[src/rtl/bcd_mod_counter.sv]
// Two-digit BCD timer/counter stage with a debounced start/pause key,
// up/down counting, synchronous clear/load, a wrap carry pulse for cascading
// and two seven-segment digit outputs. Runs on the board clock only; the
// count advances on a one-cycle enable, either from the internal prescaler
// or from a neighbour stage's carry.
//
// Run/pause FSM states:
//   state      | meaning
//   -----------+-------------------------------------------------
//   ST_PAUSED  | count and prescaler frozen, ones-digit DP off
//   ST_RUNNING | prescaler/ext_tick advance the count, DP on
module bcd_mod_counter #(
  parameter int CLK_HZ       = 12_000_000,
  parameter int TICK_HZ      = 1,
  parameter int MODULUS      = 60,
  parameter int DEB_CYCLES   = 240_000,
  parameter int USE_EXT_TICK = 0
) (
  input  logic       clk,
  input  logic       rst,
  input  logic       key,
  input  logic       dir_up,
  input  logic       clr,
  input  logic       load,
  input  logic [7:0] load_val,
  input  logic       ext_tick,
  output logic [7:0] cnt_bcd,
  output logic       running,
  output logic       carry,
  output logic [8:0] segment_led_1,
  output logic [8:0] segment_led_2
);

  localparam int PERIOD = CLK_HZ / TICK_HZ;
  localparam int PRE_W  = $clog2(PERIOD);
  localparam int DEB_W  = $clog2(DEB_CYCLES + 1);

  localparam logic [PRE_W-1:0] PRE_LAST = PRE_W'(PERIOD - 1);
  localparam logic [DEB_W-1:0] DEB_LAST = DEB_W'(DEB_CYCLES - 1);

  // Largest count value (MODULUS-1) split into BCD digits.
  localparam logic [3:0] MAX_TENS = 4'((MODULUS - 1) / 10);
  localparam logic [3:0] MAX_ONES = 4'((MODULUS - 1) % 10);
  localparam logic [7:0] MAX_BCD  = {MAX_TENS, MAX_ONES};

  typedef enum logic {
    ST_PAUSED  = 1'b0,
    ST_RUNNING = 1'b1
  } run_state_t;

  run_state_t state, state_nxt;

  logic             key_s1, key_s2;
  logic             key_deb, key_deb_q;
  logic [DEB_W-1:0] deb_cnt;
  logic             key_press;

  logic [PRE_W-1:0] pre_cnt;
  logic             tick;
  logic             adv;

  logic [3:0] tens, ones;
  logic [3:0] tens_nxt, ones_nxt;
  logic       wrap;
  logic       load_ok;

  // Two-flop synchroniser for the asynchronous, active-low key.
  always_ff @(posedge clk or posedge rst) begin
    if (rst) begin
      key_s1 <= 1'b1;
      key_s2 <= 1'b1;
    end else begin
      key_s1 <= key;
      key_s2 <= key_s1;
    end
  end

  // Debouncer: adopt the synchronised level only after it has differed from
  // the current debounced level for DEB_CYCLES consecutive samples.
  always_ff @(posedge clk or posedge rst) begin
    if (rst) begin
      key_deb   <= 1'b1;
      key_deb_q <= 1'b1;
      deb_cnt   <= '0;
    end else begin
      key_deb_q <= key_deb;
      if (key_s2 == key_deb) begin
        deb_cnt <= '0;
      end else if (deb_cnt == DEB_LAST) begin
        key_deb <= key_s2;
        deb_cnt <= '0;
      end else begin
        deb_cnt <= deb_cnt + DEB_W'(1);
      end
    end
  end

  // A press is a debounced high-to-low transition; a held key yields one.
  assign key_press = key_deb_q & ~key_deb;

  // Run/pause state register.
  always_ff @(posedge clk or posedge rst) begin
    if (rst) begin
      state <= ST_PAUSED;
    end else begin
      state <= state_nxt;
    end
  end

  // Run/pause next state: every press toggles.
  always_comb begin
    state_nxt = state;
    case (state)
      ST_PAUSED:  if (key_press) state_nxt = ST_RUNNING;
      ST_RUNNING: if (key_press) state_nxt = ST_PAUSED;
      default:    state_nxt = ST_PAUSED;
    endcase
  end

  assign running = (state == ST_RUNNING);

  // Prescaler: free-runs while running, holds while paused so a resume keeps
  // the fraction of the period already elapsed.
  always_ff @(posedge clk or posedge rst) begin
    if (rst) begin
      pre_cnt <= '0;
    end else if (clr) begin
      pre_cnt <= '0;
    end else if (running) begin
      if (pre_cnt == PRE_LAST) begin
        pre_cnt <= '0;
      end else begin
        pre_cnt <= pre_cnt + PRE_W'(1);
      end
    end
  end

  assign tick = running & (pre_cnt == PRE_LAST);
  assign adv  = running & ((USE_EXT_TICK != 0) ? ext_tick : tick);

  // A load value is accepted only if it is valid BCD and below MODULUS; with
  // valid digits the BCD compare orders the same as the decimal value.
  assign load_ok = (load_val[7:4] <= 4'd9) && (load_val[3:0] <= 4'd9) &&
                   (load_val <= MAX_BCD);

  // Next count, priority clr > load > adv; wrap flags the modulus rollover.
  always_comb begin
    tens_nxt = tens;
    ones_nxt = ones;
    wrap     = 1'b0;
    if (clr) begin
      tens_nxt = 4'd0;
      ones_nxt = 4'd0;
    end else if (load) begin
      if (load_ok) begin
        tens_nxt = load_val[7:4];
        ones_nxt = load_val[3:0];
      end
    end else if (adv) begin
      if (dir_up) begin
        if ((tens == MAX_TENS) && (ones == MAX_ONES)) begin
          tens_nxt = 4'd0;
          ones_nxt = 4'd0;
          wrap     = 1'b1;
        end else if (ones == 4'd9) begin
          ones_nxt = 4'd0;
          tens_nxt = tens + 4'd1;
        end else begin
          ones_nxt = ones + 4'd1;
        end
      end else begin
        if ((tens == 4'd0) && (ones == 4'd0)) begin
          tens_nxt = MAX_TENS;
          ones_nxt = MAX_ONES;
          wrap     = 1'b1;
        end else if (ones == 4'd0) begin
          ones_nxt = 4'd9;
          tens_nxt = tens - 4'd1;
        end else begin
          ones_nxt = ones - 4'd1;
        end
      end
    end
  end

  // Count and carry registers; carry marks the cycle the wrapped value shows.
  always_ff @(posedge clk or posedge rst) begin
    if (rst) begin
      tens  <= 4'd0;
      ones  <= 4'd0;
      carry <= 1'b0;
    end else begin
      tens  <= tens_nxt;
      ones  <= ones_nxt;
      carry <= wrap;
    end
  end

  assign cnt_bcd = {tens, ones};

  function automatic logic [6:0] seg7(input logic [3:0] d);
    case (d)
      4'd0:    seg7 = 7'h3f;
      4'd1:    seg7 = 7'h06;
      4'd2:    seg7 = 7'h5b;
      4'd3:    seg7 = 7'h4f;
      4'd4:    seg7 = 7'h66;
      4'd5:    seg7 = 7'h6d;
      4'd6:    seg7 = 7'h7d;
      4'd7:    seg7 = 7'h07;
      4'd8:    seg7 = 7'h7f;
      4'd9:    seg7 = 7'h6f;
      default: seg7 = 7'h00;
    endcase
  endfunction

  // Bit order SEG,DP,G..A; the ones-digit DP doubles as the run indicator.
  assign segment_led_1 = {1'b0, 1'b0, seg7(tens)};
  assign segment_led_2 = {1'b0, running, seg7(ones)};

endmodule

[config.mk]
export PLATFORM = sky130hd
export DESIGN_NAME = bcd_mod_counter
export DESIGN_NICKNAME = d
export VERILOG_FILES = /design/src/rtl/bcd_mod_counter.sv
export SDC_FILE = /design/constraint.sdc
export NUM_CORES = 1
export LEC_CHECK = 0
export CAP_MARGIN = 40
export CORE_MARGIN = 10
export CORE_UTILIZATION = 45
export DETAILED_ROUTE_END_ITERATION = 8
export HOLD_SLACK_MARGIN = 0.06
export MAX_ROUTING_LAYER = met4
export PLACE_DENSITY = 0.69
export SLEW_MARGIN = 40
export SYNTH_ARGS = -nofsm -noshare
export SYNTH_HDL_FRONTEND = slang
export SYNTH_SLANG_ARGS = --single-unit
[constraint.sdc]
create_clock -name clk -period 2.2 [get_ports clk]
set_clock_uncertainty 0.2 [all_clocks]
set_input_delay 0.22 -clock clk [delete_from_list [all_inputs] [get_ports clk]]
set_output_delay 0.22 -clock clk [all_outputs]
set_load 0.05 [all_outputs]
## After elaboration in Yosys (flattened, before gate mapping)

Memories as Yosys holds them, arrays and structs flattened.
Index checks and enable logic that the tools add are counted.

- Memories: 2
- Output and inout bits: 28
- Bits in read-only memories: 224
- Input port bits: 15
- Flip-flop bits (word level): 56

- Order comparisons: 3
- Muxes and demuxes: 32
- Bitwise operators: 6
- Add/subtract/negate cells: 6
- Equality and inequality tests: 7
- Reduce and logical (&&, ||, !) cells: 12

Memory list:

| name | depth | width | read ports | clocked after memory_dff | write ports | line | source |
|---|---|---|---|---|---|---|---|
| (name not given) | 16 | 7 | 1 | 0 | 0 | 202 | `case (d)` |
| (name not given) | 16 | 7 | 1 | 0 | 0 | 202 |  |

Operators with widths:

| kind | count |
|---|---|
| two-way mux 24 bit | 3 |
| two-way mux 4 bit | 18 |
| two-way mux 18 bit | 2 |
| adder 24 x 1 -> 24 bit (second input constant) | 1 |
| equality test 24 bit (second input constant) | 1 |
| adder 18 x 1 -> 18 bit (second input constant) | 1 |
| equality test 18 bit (second input constant) | 1 |
| adder 4 x 1 -> 4 bit (second input constant) | 2 |
| less-or-equal comparator 4 bit (second input constant) | 2 |
| less-or-equal comparator 8 x 7 -> 1 bit (second input constant) | 1 |
| logical NOT 4 bit | 2 |
| two-way mux 1 bit | 8 |
| subtractor 4 x 1 -> 4 bit (second input constant) | 2 |
| != test 5 x 1 -> 1 bit (second input constant) | 1 |
| nonzero test 5 bit | 1 |
| equality test 4 x 3 -> 1 bit (second input constant) | 1 |
| equality test 4 bit (second input constant) | 1 |
| logical AND 1 bit | 4 |
| AND reduction 2 bit | 2 |
| AND reduction 4 bit | 1 |
| bitwise AND 1 bit | 3 |
| != test 3 x 2 -> 1 bit (second input constant) | 1 |
| NOT 1 bit | 3 |
| nonzero test 3 bit | 1 |
| 3 further kinds | 3 |

## Longest topological paths before layout

- Depth after elaboration: 7
- Depth in mapped cells: 7

## Least setup slack after synthesis

OpenSTA, ideal clock, no wires.

- Path kind: register to output
- Start: reg ones[0]
- End: out segment_led_2[3]
- Arrival: 2490 ps
- Data required time: 1780 ps
- Stages on the path, launching flop included: 5
- Setup slack: -710 ps
- Cell sequence: dfrtp_1 > inv_1 > ha_1 > a21oi_1 > o21ai_0

- Word-level cells in the longest chain between the ends: 1

RTL lines:

| what | line | source |
|---|---|---|
| from (decl) | 62 | `logic [3:0] tens, ones;` |
| from (signal assigned) | 194 | `ones <= ones_nxt;` |
| memory read (16 x 7 bit) | -- |  |
| to (decl) | 31 | `output logic [8:0] segment_led_2` |

Every way passes these cells.

## Final worst setup path

- Start: reg ones[0]
- End: out segment_led_2[0]

The elaborated chain is that of the path after synthesis.

==> impl_results.rst <==
.. list-table::
   :header-rows: 1

   * - Metric
     - Value
   * - Result of the run
     - finished clean
   * - EDFF count, synth
     - 0
   * - Post-CTS Hold Buffers
     - 0
   * - Syn. warnings
     - 0
   * - Library cell occupying the most area in the post-synthesis netlist
     - dfrtp_1
   * - CP Data Arrival Time
     - between 1.5 and 2 ns
   * - HPWL after detailed placement
     - 6.27 mm
   * - Leak
     - 2.00 nW
   * - Unique cell type count in the Yosys netlist
     - 61
   * - Register bit count reported by yosys
     - 56
   * - First-pass GRT wire length
     - ~14 mm
   * - Number of instances in the synthesized netlist
     - 412
   * - Data required time of the worst path
     - 1.78 ns
   * - Asr flop ratio synth
     - 1.00
   * - Site Rows
     - 32
   * - Count of antenna-violating nets left after detailed routing
     - 0
   * - GRT Util Overall
     - 0.152
   * - CTS tree
     - done
   * - Count of pins on the block boundary
     - between 40 and 50
   * - Number of placed instances, taps included
     - about 570
   * - Cell family with the largest share of critical-path delay
     - buffers and inverters
   * - Final count of pins violating max slew
     - 0
   * - Total number of clock tree sinks
     - 56
   * - Combined area of all synthesized cells
     - 3560 sq um
   * - Clock Root Buffer
     - clkbuf_8
   * - Vias in the first global route
     - a little over 3000
   * - Per-cell via count in the routed design
     - around 5.4
   * - Actual slew at the worst max-slew pin
     - about 0.51 ns
   * - Maximum number of pins on one net before global-route repair
     - 57
   * - Classification of the worst-slack hold path
     - in -> async
   * - Share of cells above drive strength 1
     - 0.248
   * - Clock transition at the register clock pins on the worst setup and hold paths after CTS
     - 0.10 ns
   * - Starting DRC count in detailed routing
     - 255
   * - Htree depth
     - 2
   * - R2R Setup Slk
     - 0.10 ns
   * - Number of iterations in the first detailed-routing pass
     - 5
   * - Critical-path cell with the highest stage delay
     - dfrtp_2
   * - Worst r2r path cells
     - 7
   * - Average wire per cell in the routed design
     - between 10 and 15 microns
   * - Nets@finish
     - 506
   * - Max-slew headroom
     - 0.662
   * - Portion of the clock cycle consumed by the worst path in the final layout
     - 0.972
   * - Placeable Area
     - 7730 sq um
   * - Max cap viols
     - 0
   * - Final RePlAce weighted congestion
     - 0.906
   * - # port buffers
     - 38
   * - Layout area overhead
     - 30.5%
   * - Startpoint Class
     - flop
   * - Fin. Hold Viols
     - 0
   * - Vias after detailed routing
     - approximately 3100
   * - Crit. End Element
     - primary output
   * - Post-Synthesis Mean Instance Area
     - around 8.6 sq um
   * - Max IR drop VDD
     - roughly 0.26 mV
   * - Initial antenna violation count
     - 0
   * - Clock period minus worst slack
     - 2.14 ns
   * - Cell chain of the critical path
     - buf_6 > ha_2 > buf_4 > nor2_4 > a21oi_1 > o21ai_2 > buf_12
   * - Clock buffer count from CTS
     - 5
   * - Residual DRC count
     - 0
   * - Antenna diodes
     - 0
   * - Maximum clock frequency
     - around 470 MHz
   * - Wire length after detailed routing
     - ~8.4 mm
   * - Post-synth top flop
     - dfrtp_1
   * - Final-report setup violation count
     - 0
   * - Maximum clock insertion buffer count
     - 2
   * - Proportion of netlist area held by the largest area contributor
     - 0.366
   * - Power density normalized to cell area
     - 612 nW/um^2
   * - Initial Util
     - 0.460
   * - Reg-to-Reg Start
     - ones[1]$_DFFE_PP0P_
   * - Delay of the slowest cell on the worst path
     - around 0.44 ns
   * - Later-pin clock latency in the skew report
     - 0.32 ns
   * - Full die area
     - roughly 12000 sq um
   * - Worst r2r dst
     - tens[2]$_DFFE_PP0P_
   * - Chip height
     - 109 microns
   * - Post-Layout Cell Count
     - slightly below 600
   * - Total chip power
     - 2.84 mW
   * - Sequential share of the synthesized area
     - 0.395
   * - Grt ovf
     - 0
   * - Top cells by area in the synthesized netlist
     - dfrtp_1 (37%), nor2_1 (7.7%), xor2_1 (5.9%)
   * - Category of the critical setup timing path
     - reg -> out
   * - Final sum of negative setup slack
     - 0 ns
   * - Die X-Extent
     - 109 microns
   * - Maximum fanout along the worst path
     - 4
   * - Worst path bufs/invs
     - 3
-- cell families (layout without fill, tap and decap cells) --
group | count (synthesis) | after routing | synth area share
compound gates | 64 | 64 | 0.115
xor+xnor | 41 | 41 | 0.101
fa+ha+maj | 16 | 16 | 0.0563
buf+inv | 38 | 100 | 0.0471
flops | 56 | 56 | 0.395
mux | 4 | 4 | 0.0120
other cells | 1 | 3 | 0.00105
simple gates | 192 | 192 | 0.272
-- how the worst max path moves through the flow --
| stage | cells past startpoint | end | from |
|---|---|---|---|
| floorplan | 3 | segment_led_2[3] | ones[2]$_DFFE_PP0P_ |
| global placement | 7 | pre_cnt[14]$_DFFE_PP0P_ | clr |
| detailed placement | 6 | pre_cnt[22]$_DFFE_PP0P_ | clr |
| CTS | 8 | segment_led_2[5] | ones[1]$_DFFE_PP0P_ |
| global route | 7 | segment_led_2[0] | ones[0]$_DFFE_PP0P_ |
| finish | 7 | segment_led_2[0] | ones[0]$_DFFE_PP0P_ |
-- cell type report --
type / count / area [sq um]
clock inverters: 1 / 8.76
fillers: 677 / 3080
inverters: 18 / 70.1
clock buffers: 7 / 76.3
multi-input cells: 320 / 2160
well taps: 102 / 128
repair buffers: 74 / 790
flip-flops and latches: 56 / 1420
-- metrics by stage --
stage | cell area [sq um] | hold WS [ns] | util | worst slack [ns]
after detailed placement | 4450 | 0.148 | 0.576 | -0.156
after CTS | 4550 | 0.0916 | 0.589 | 0.000150
after floorplan | 3640 | 0.0245 | - | -0.0745
final | 4640 | 0.0723 | 0.601 | 0.0626
after global placement | 4450 | 0.146 | 0.576 | -0.148
after global routing | 4640 | 0.0872 | 0.601 | -0.0101
-- per-layer routing --
metal / routed length, microns / GRT usage / vias to the layer above
li1: - / - / 1535
met3: 507 / 0.0319 / 7
met2: 4000 / 0.232 / 88
met1: 3880 / 0.198 / 1500
met4: 65 / 0.0452 / 0
met5: 0 / - / -
-- timing repair --
| item | CTS | global route |
|---|---|---|
| setup buffers | 1 | 1 |
| gates resized for setup | 5 | 25 |
| cloned | 0 | 0 |
| pin swaps | 1 | 4 |
| setup endpoints to repair | 4 | 21 |
-- state kept, by name, summed over array words and instances, names as in the netlist --
| signal | cells |
|---|---|
| key_s1 | 1 |
| pre_cnt | 24 |
| key_deb_q | 1 |
| ones | 4 |
| running | 1 |
| key_s2 | 1 |
| carry | 1 |
| key_deb | 1 |
| deb_cnt | 18 |
| tens | 4 |
-- tightest hold or removal path, delay by kind of cell --
family,cells,cell delay [ns]
buffers and inverters,3,0.76
-- cells in the final DEF (no fill, tap or decap), types with 3 or more instances in the layout --
cell type	instances
nand4_1	11
conb_1	3
a21oi_1	17
nand3_1	13
o21ai_0	7
nor2b_1	4
dfrtp_2	8
clkdlybuf4s50_1	20
nor2_2	3
a211oi_1	3
inv_1	15
xor2_1	24
o21ai_2	10
buf_4	38
nand4b_1	3
nor4_1	3
dfstp_2	4
clkbuf_8	5
nor2_1	70
xnor2_1	17
ha_1	13
nand2_1	40
buf_12	14
a21o_1	3
and3_1	5
dfrtp_1	44
nor3_1	10
o31ai_1	3
-- report_power, final --
part / switching [mW] / internal, mW
sequential: 0.0337 / 1.05
clock: 0.340 / 0.229
combinational: 0.683 / 0.502
-- synthesized netlist by cell type, types with 3 or more instances --
library cell  number
nor3_1            10
nand4_1           11
buf_4              5
dfstp_2            4
o31ai_1            3
o21ai_0           17
nand4b_1           3
a21oi_1           18
and3_1             5
dfrtp_1           52
xor2_1            24
ha_1              16
nor2_1            73
inv_1             18
nor2b_1            7
a21o_1             3
a211oi_1           4
nor4_1             4
nand2_1           42
clkbuf_1           9
xnor2_1           17
nand3_1           13
buf_2              4
Note: power is estimated with default switching activity, not from simulation.
==> edit, RTL diff (same flow settings) <==
Change the parameter `USE_EXT_TICK` from 0 to 1.
--- a/src/rtl/bcd_mod_counter.sv
+++ b/src/rtl/bcd_mod_counter.sv
@@ -14,7 +14,7 @@
   parameter int TICK_HZ      = 1,
   parameter int MODULUS      = 60,
   parameter int DEB_CYCLES   = 240_000,
-  parameter int USE_EXT_TICK = 0
+  parameter int USE_EXT_TICK = 1
 ) (
   input  logic       clk,
   input  logic       rst,
Behaviour: no difference found for any inputs over 10 cycles, from zero or initial values and one cycle with rst high; that may be too few to reach the edited logic, so the function may still have changed.
==> edit against the unedited design <==
Cell area shrank 31%; clock power shrank 14%; worst setup slack lost 0.024 ns; sequential power shrank 38%; synthesized area shrank 35%; routed wire length shrank 32%; critical path type is now flop to flop; total power shrank 6.9%; sequential cell count shrank 24; combinational power grew 24%.
==> edit: results <==
metrics = {
    "sta": {
        "worst_pin_slew_ns": 0.521,
    },
    "setup_path": {
        "crit_path_top_delay_cell": "dfrtp_4",
        "arrival_ns": 2.14,
        "regToRegSetupSlack_ns": 0.04,
        "r2r-end": "tens[3]",
        "ff2ff_path_depth": 5,
        "worstPathMaxFanout": 6,
    },
    "finish": {
        "drive_gt1_share_pct": 23.6,
        "top_regs": "deb_cnt (18), ones (4), tens (4)",
        "nets": 353,
    },
    "cts": {
        "cts.clk_slew.worst_paths_ns": 0.07,
        "clk_latency_ns": 0.28,
    },
    "grt": {
        "grt.total_usage_pct": 13.6,
        "grt_max_degree": 19,
        "grt_pass1_vias": 2023,
        "grt_pass1_wl_um": 9500,
    },
    "logic_synthesis": {
        "synth_area_leaders": "dfrtp_1 (30%), ha_1 (9.2%), dfstp_2 (4.5%)",
        "seq_area_frac_synth_pct": 34.8,
        "synth_commonest_cells": "dfrtp_1 (28), nand2_1 (25), nor2_1 (21), o21ai_0 (20), a21oi_1 (18)",
        "synth.distinct_cells": 52,
    },
    "pwr": {
        "ir_worst_vdd_uv": 504,
        "swShare_pct": 41.2,
        "p_leak_nw": 1.38,
    },
    "route": {
        "drt_wl_total_um": 5750,
        "first_pass_iters": 4,
        "vias": 2118,
        "drtIter0Drc": 93,
    },
    "min_path": {
        "hold_path.class": "primary input to flop",
    },
    "place": {
        "numPortBuffers": 39,
        "dpl.hpwl_um": 4500,
        "globalplace.congestion": 0.936,
    },
    "run_status": {
        "status": "complete, no violations",
    },
}
edit: cell count changes in the layout (fill, tap and decap cells not counted), moves of 8 or more:
cell,delta
nor3_1,-8
buf_4,-15
dfrtp_1,-21
nor2_1,-50
nand2_1,-15
xnor2_1,-12
xor2_1,-14
edit: final cells by class:
type | instances | area [µm²]
Clock buffer | 8 | 100
Fill cell | 411 | 1820
Inverter | 12 | 45.0
Multi-Input combinational cell | 209 | 1470
Sequential cell | 32 | 817
Tap cell | 70 | 87.6
Timing Repair Buffer | 61 | 703
edit: logic make-up after synthesis:
group / count (synthesis) / share of synthesized area (%)
buf+inv: 28 / 5.51
flops: 32 / 34.8
simple gates: 107 / 25.5
other cells: 1 / 0.162
mux: 3 / 1.35
xor+xnor: 15 / 5.68
fa+ha+maj: 17 / 9.19
compound gates: 64 / 17.8
edit: power by group through the flow:
stage	clock network [W]	registers, W	logic (W)
after floorplan	0	0.000763	0.000765
after global placement	0	0.000680	0.00146
after detailed placement	0	0.000682	0.00147
after CTS	0.000508	0.000671	0.00148
after global routing	0.000522	0.000679	0.00157
final	0.000489	0.000673	0.00148
edit: critical path: cells and delay by family (launching register included):
| family | cells | cell delay (ns) |
|---|---|---|
| AO/OA/AOI/OAI | 1 | 0.20 |
| adder cells (fa/ha/maj) | 1 | 0.24 |
| flip-flops | 1 | 0.51 |
| AND/OR/NAND/NOR | 3 | 0.92 |
edit: worst max path at each step:
stage                       end  slack (ns)  depth (start not counted)
2_1_floorplan           tens[3]       0.002                          6
3_5_place_dp              carry        0.02                          5
6_report                tens[3]        0.04                          5
3_3_place_gp            tens[3]        0.09                          5
5_1_grt        segment_led_2[0]       -0.01                          6
4_1_cts        segment_led_2[5]       0.003                          7
edit: metal layers:
layer / global-route usage (%) / up-vias / routed length, µm
li1: - / 1064 / -
met1: 15.8 / 1000 / 2530
met2: 23.4 / 48 / 2870
met3: 2.77 / 6 / 282
met4: 3.21 / 0 / 67
met5: - / - / 0
edit: what timing repair did:
action | CTS | global route
hold buffers | 1 | 0
buffers inserted | 0 | 0
resized for setup | 0 | 6
hold endpoints to repair | 9 | 0
setup endpoints to repair | 0 | 8
edit: per-stage QoR:
step | hold slack, ns | instances | instance area (µm²) | TNS (ns)
final | 0.146 | 392 | 3220 | 0
after global routing | 0.148 | 392 | 3220 | -0.0192
after CTS | 0.138 | 392 | 3200 | 0
after detailed placement | 0.150 | 383 | 3090 | 0
after global placement | 0.146 | 383 | 3090 | 0
after floorplan | 0.0245 | 269 | 2390 | 0
